`src/rtl/mem_stage_pkg.sv`:
```
// Shared RV32I memory-stage types: load/store width codes, stage FSM states,
// byte-mask constants and the width decode used by both store and load paths.
package mem_stage_pkg;

    typedef enum logic [2:0] {
        LB  = 3'b000,
        LH  = 3'b001,
        LW  = 3'b010,
        LBU = 3'b100,
        LHU = 3'b101
    } load_funct3_t;

    typedef enum logic [2:0] {
        SB = 3'b000,
        SH = 3'b001,
        SW = 3'b010
    } store_funct3_t;

    typedef enum logic [1:0] {
        IDLE,
        BUSY,
        HOLD
    } memstage_state_t;

    typedef enum logic [1:0] {
        W_BYTE,
        W_HALF,
        W_WORD
    } access_width_t;

    localparam logic [3:0] MBE_BYTE = 4'b0001;
    localparam logic [3:0] MBE_HALF = 4'b0011;
    localparam logic [3:0] MBE_WORD = 4'b1111;

    // Unsigned load codes are not legal store codes, so those fall back to word.
    function automatic access_width_t decode_width(input logic [2:0] f3, input logic is_store);
        access_width_t w;
        case (f3)
            3'b000:  w = W_BYTE;
            3'b001:  w = W_HALF;
            3'b100:  w = is_store ? W_WORD : W_BYTE;
            3'b101:  w = is_store ? W_WORD : W_HALF;
            default: w = W_WORD;
        endcase
        return w;
    endfunction

    function automatic logic is_misaligned(input access_width_t w, input logic [1:0] off);
        logic m;
        case (w)
            W_HALF:  m = off[0];
            W_WORD:  m = |off;
            default: m = 1'b0;
        endcase
        return m;
    endfunction

endpackage

```
`src/rtl/mem_stage_load_formatter.sv`:
```
// Combinational load alignment: picks the byte/half addressed by off out of the
// cache word and sign- or zero-extends it according to funct3.
module load_formatter
    import mem_stage_pkg::*;
(
    input  logic [31:0] word,
    input  logic [2:0]  funct3,
    input  logic [1:0]  off,
    output logic [31:0] load_data
);

    logic [7:0]  sel_byte;
    logic [15:0] sel_half;

    assign sel_byte = word[{off, 3'b000} +: 8];
    assign sel_half = off[1] ? word[31:16] : word[15:0];

    always_comb begin
        load_data = word;
        case (funct3)
            3'b000:  load_data = {{24{sel_byte[7]}}, sel_byte};
            3'b001:  load_data = {{16{sel_half[15]}}, sel_half};
            3'b100:  load_data = {24'b0, sel_byte};
            3'b101:  load_data = {16'b0, sel_half};
            default: load_data = word;
        endcase
    end

endmodule

```
`src/rtl/mem_stage.sv`:
```
// RV32I memory stage: D-cache handshake, store lane shaping, load alignment and
// pipeline stall. Optional misalignment trap enabled by MEM_MISALIGN_CHECK_EN.
module mem_stage
    import mem_stage_pkg::*;
#(
    parameter int XLEN     = 32,
    parameter int MAX_WAIT = 0
) (
    input  logic            clk,
    input  logic            rst,
    input  logic            mem_valid_in,
    input  logic            mem_read,
    input  logic            mem_write,
    input  logic [2:0]      funct3,
    input  logic [XLEN-1:0] addr_in,
    input  logic [XLEN-1:0] store_data,
    input  logic            ext_stall,
    input  logic            data_resp,
    input  logic [XLEN-1:0] data_rdata,
    output logic            data_read,
    output logic            data_write,
    output logic [3:0]      data_mbe,
    output logic [XLEN-1:0] data_addr,
    output logic [XLEN-1:0] data_wdata,
    output logic [XLEN-1:0] load_data,
    output logic            mem_stall,
    output logic            mem_timeout
`ifdef MEM_MISALIGN_CHECK_EN
    ,
    output logic            misaligned_o
`endif
);

    localparam logic [31:0] MAX_WAIT_U = 32'(MAX_WAIT);

    memstage_state_t state, state_nxt;
    logic [XLEN-1:0] data_buf;
    logic [31:0]     wait_cnt, wait_inc;

    logic            is_load, is_store, mis, req;
    logic [1:0]      off;
    access_width_t   width;
    logic            rd, wr, stall, capture;
    logic [3:0]      mbe_raw;
    logic [XLEN-1:0] wdata_raw, load_word, load_fmt;

    // A read+write collision is resolved as a load.
    assign is_load  = mem_read;
    assign is_store = mem_write & ~mem_read;
    assign off      = addr_in[1:0];
    assign width    = decode_width(funct3, is_store);

`ifdef MEM_MISALIGN_CHECK_EN
    assign mis = mem_valid_in & (mem_read | mem_write) & is_misaligned(width, off);
`else
    assign mis = 1'b0;
`endif

    assign req = mem_valid_in & (mem_read | mem_write) & ~mis;

    always_comb begin
        state_nxt = state;
        rd        = 1'b0;
        wr        = 1'b0;
        stall     = 1'b0;
        capture   = 1'b0;
        case (state)
            IDLE: begin
                if (req) begin
                    rd = is_load;
                    wr = is_store;
                    if (data_resp) begin
                        capture   = 1'b1;
                        state_nxt = ext_stall ? HOLD : IDLE;
                    end else begin
                        stall     = 1'b1;
                        state_nxt = BUSY;
                    end
                end
            end
            // EX/MEM is frozen by our stall, so the inputs still describe the same access.
            BUSY: begin
                rd = is_load;
                wr = is_store;
                if (data_resp) begin
                    capture   = 1'b1;
                    state_nxt = ext_stall ? HOLD : IDLE;
                end else begin
                    stall = 1'b1;
                end
            end
            HOLD: begin
                if (!ext_stall) state_nxt = IDLE;
            end
            default: state_nxt = IDLE;
        endcase
    end

    always_comb begin
        mbe_raw   = MBE_WORD;
        wdata_raw = store_data;
        case (width)
            W_BYTE: begin
                mbe_raw   = MBE_BYTE << off;
                wdata_raw = {4{store_data[7:0]}};
            end
            // Offset 3 lands on the upper half; the byte past the word is dropped.
            W_HALF: begin
                mbe_raw   = MBE_HALF << {off[1], 1'b0};
                wdata_raw = {2{store_data[15:0]}};
            end
            default: begin
                mbe_raw   = MBE_WORD;
                wdata_raw = store_data;
            end
        endcase
    end

    assign load_word = data_resp ? data_rdata : data_buf;

    load_formatter u_load_formatter (
        .word      (load_word),
        .funct3    (funct3),
        .off       (off),
        .load_data (load_fmt)
    );

    assign data_read  = ~rst & rd;
    assign data_write = ~rst & wr;
    assign data_mbe   = data_write ? mbe_raw : 4'b0000;
    assign data_addr  = rst ? '0 : {addr_in[XLEN-1:2], 2'b00};
    assign data_wdata = rst ? '0 : wdata_raw;
    assign mem_stall  = ~rst & stall;
    assign load_data  = (rst | ~(mem_valid_in & mem_read) | mis) ? '0 : load_fmt;

    assign wait_inc = (wait_cnt == '1) ? wait_cnt : wait_cnt + 32'd1;

    always_ff @(posedge clk) begin
        if (rst) begin
            state       <= IDLE;
            data_buf    <= '0;
            wait_cnt    <= '0;
            mem_timeout <= 1'b0;
        end else begin
            state <= state_nxt;
            if (capture) data_buf <= data_rdata;
            // wait_cnt equals the number of BUSY cycles already completed.
            if (state == BUSY && state_nxt == BUSY) wait_cnt <= wait_inc;
            else                                    wait_cnt <= '0;
            if (MAX_WAIT != 0 && state == BUSY && wait_inc == MAX_WAIT_U) mem_timeout <= 1'b1;
        end
    end

`ifdef MEM_MISALIGN_CHECK_EN
    always_ff @(posedge clk) begin
        if (rst) misaligned_o <= 1'b0;
        else     misaligned_o <= mis;
    end
`endif

endmodule
```
`config.mk`:
```
export PLATFORM = sky130hd
export DESIGN_NAME = mem_stage
export DESIGN_NICKNAME = d
export VERILOG_FILES = /design/src/rtl/mem_stage_pkg.sv /design/src/rtl/mem_stage_load_formatter.sv /design/src/rtl/mem_stage.sv
export SDC_FILE = /design/constraint.sdc
export NUM_CORES = 1
export LEC_CHECK = 0
export ABC_AREA = 1
export ABC_CLOCK_PERIOD_IN_PS = 4000
export CAP_MARGIN = 10
export CORE_ASPECT_RATIO = 2
export CORE_MARGIN = 2
export CORE_UTILIZATION = 30
export CTS_CLUSTER_DIAMETER = 30
export DETAILED_ROUTE_END_ITERATION = 8
export PLACE_DENSITY = 0.73
export SLEW_MARGIN = 20
export SYNTH_ARGS = -nofsm -noshare
export SYNTH_HDL_FRONTEND = slang
export SYNTH_SLANG_ARGS = --single-unit
export TNS_END_PERCENT = 10
```
`constraint.sdc`:
```
create_clock -name clk -period 4 [get_ports clk]
set_input_delay 0.6 -clock clk [delete_from_list [all_inputs] [get_ports clk]]
set_output_delay 0.6 -clock clk [all_outputs]
set_load 0.03 [all_outputs]
```
==> metrics <==
Final setup viols=0; Reg power frac=27.1%; period utilisation layout=86.7%; PwrDens=244 nW/um^2; final core utilization=53.2%; Area contributors post-synth=nor2_1 21%, dfxtp_1 21%, nand2_1 15%; Hold Path Origin=data_buf[7]; # fillers=1076; routed wire length=14200 um; Seq/Total Area, Yosys=20.6%; post-DP HPWL=11500 um; clk_lat worst skew=290 ps; CTS tree=done; die width=78.3 um; Clock power frac=29.0%; post-synth top area cell=nor2_1; EDFF count, synth=0; gr usage total=23.7%; Nets=924; sw frac=37.4%; Max Freq=288 MHz; YS warnings=0; boundary pin count=210; status=complete, no violations; Final Skew=5.72 ps; CTS Hold Bufs=0; average size of a mapped cell=5.23 um^2; combinational power share=43.8%; Critical R2R Launch=state[0]; fin crit period=3470 ps; number of antenna-violating nets in the routed design=0; cts repair resizes=0; initial DRC count=406; setup repair after global routing missed its margin=no; total vias in the final route=4618; Post-synth top flop=dfxtp_1; H-tree Lvls=2; grt total ovfl=0; relative slew slack=60.9%; Slew Limit Fails=0; Clk Tree Root Cell=clkbuf_16; number of distinct library cells after synthesis=32; Seq cells post-synth=34; Placeable Area=10800 um^2; Min Hold Slack=463 ps; Area growth syn-to-layout=73.7%; Residual DRC=0; most common cell after layout, fill and taps aside=nor2_1; Final Cell Area=5750 um^2; Wirelength per Cell=14.8 um; initial antenna violation count=2; Worst Path Arrival=2870 ps; Placed Area=5590 um^2; NetSw=525 uW; Worst Tran Pin Value=585 ps; router iterations before antenna repair=5; layout cells sized above 1=12.7%; Sink Count=34; Async SR Flop Fraction=0%; Starting Density=30.6%; Via-to-Cell Ratio=4.81; Max-cap violations=0; Post-CTS Setup Bufs=0; most frequent cells in the layout=187 x nor2_1, 143 x clkdlybuf4s50_1, 135 x nand2_1, 78 x inv_1, 50 x o21ai_0; internal power=878 uW; Worst Hold Class=reg -> reg; cts bufs inserted=5; Routability Congestion=0.905; Leakage Power=0.00282 uW; row count=54; crit end category=output port; Cell Area, Synth=3310 um^2; vias in the first global route=4405; chip height=153 um; worst-path fanout max=16; Mapped Cells=633; largest net degree at the start of global routing=44; Final Total Pwr=1400 uW; Clock Path Buffers=2; setup TNS=0 ps; worst-case vdd ir drop=0.159 mV; number of port buffers=206; final hold vios=0; die area=11900 um^2; first-pass GRT wire length=22200 um; Reg clk slew, reported paths=50 ps; Setup crit start=data_resp; crit start category=primary input; WS Path Type=in -> out; WP data required=3400 ps; Synth top area share=21.2%
[critical path, cell delays in order]
cell and delay (ps):
clkdlybuf4s50_1 740, buf_4 280, nand2_1 80, nand3_1 90, nand2_2 90, o21ai_4 270, nand3_2 130, nand2_4 260
nor2_1 150, buf_12 160
[synth_stat cells (2+ instances only)]
library cell,instances
and2_0,6
buf_4,3
inv_2,3
o21ai_0,50
o211ai_1,21
a211oi_1,2
buf_1,2
dfxtp_1,34
clkbuf_1,17
nor2_1,187
nand3_1,27
a31oi_1,3
nor2_2,10
nor3_1,3
buf_2,16
nand2_1,135
a21oi_1,12
nand4_1,2
inv_1,78
nand2_2,4
or2_2,2
and2_1,6
[final timing paths]
check                  endpoint  slack (ps)  depth (start not counted)
setup / recovery  load_data[31]         530                         10
hold / removal      data_buf[7]         460                          2
setup reg to reg   data_buf[14]        2340                          7
hold reg to reg     data_buf[7]         460                          2
[per-layer routing]
layer / track usage [%] / vias to the layer above / share of wire, %
met4: 12.4 / 0 / 5.0
met2: 44.1 / 219 / 54
met3: 6.04 / 35 / 7.8
met1: 23.3 / 2048 / 33
li1: - / 2316 / -
met5: 0 / - / 0
[power by group through the flow]
stage | clock (uW) | combinational, uW | sequential, uW
2_1_floorplan | 0 | 339 | 383
3_3_place_gp | 0 | 612 | 387
3_5_place_dp | 0 | 614 | 388
4_1_cts | 409 | 617 | 380
5_1_grt | 422 | 669 | 383
6_report | 407 | 615 | 380
[area by class of cell]
type	count	area, um^2	share of cell area, %
Antenna cell	2	5.00	0.0871
Clock buffer	6	139	2.42
Clock inverter	2	12.5	0.218
Inverter	82	313	5.44
Multi-Input combinational cell	479	2120	36.9
Sequential cell	34	681	11.8
Tap cell	140	175	3.05
Timing Repair Buffer	216	2300	40.1
[cells by family (layout without fill, tap and decap cells)]
kind of cell / Yosys count / after routing / synth area share (%)
flip-flops: 34 / 34 / 20.6
AND/OR/NAND/NOR: 384 / 384 / 47.4
AO/OA/AOI/OAI: 92 / 92 / 16.3
other: 1 / 5 / 0.113
buffers and inverters: 122 / 306 / 15.7
[flip-flops by register name, indices dropped and copies added (netlist names)]
| register | flops |
|---|---|
| state | 2 |
| data_buf | 32 |
[through the flow]
step                      setup slack (ps)  std cells
final                                  532        961
after global routing                   394        961
after CTS                              541        959
after detailed placement               557        951
after global placement                 588        951
after floorplan                       1340        635
No activity file was read; power rests on OpenSTA's default activity.
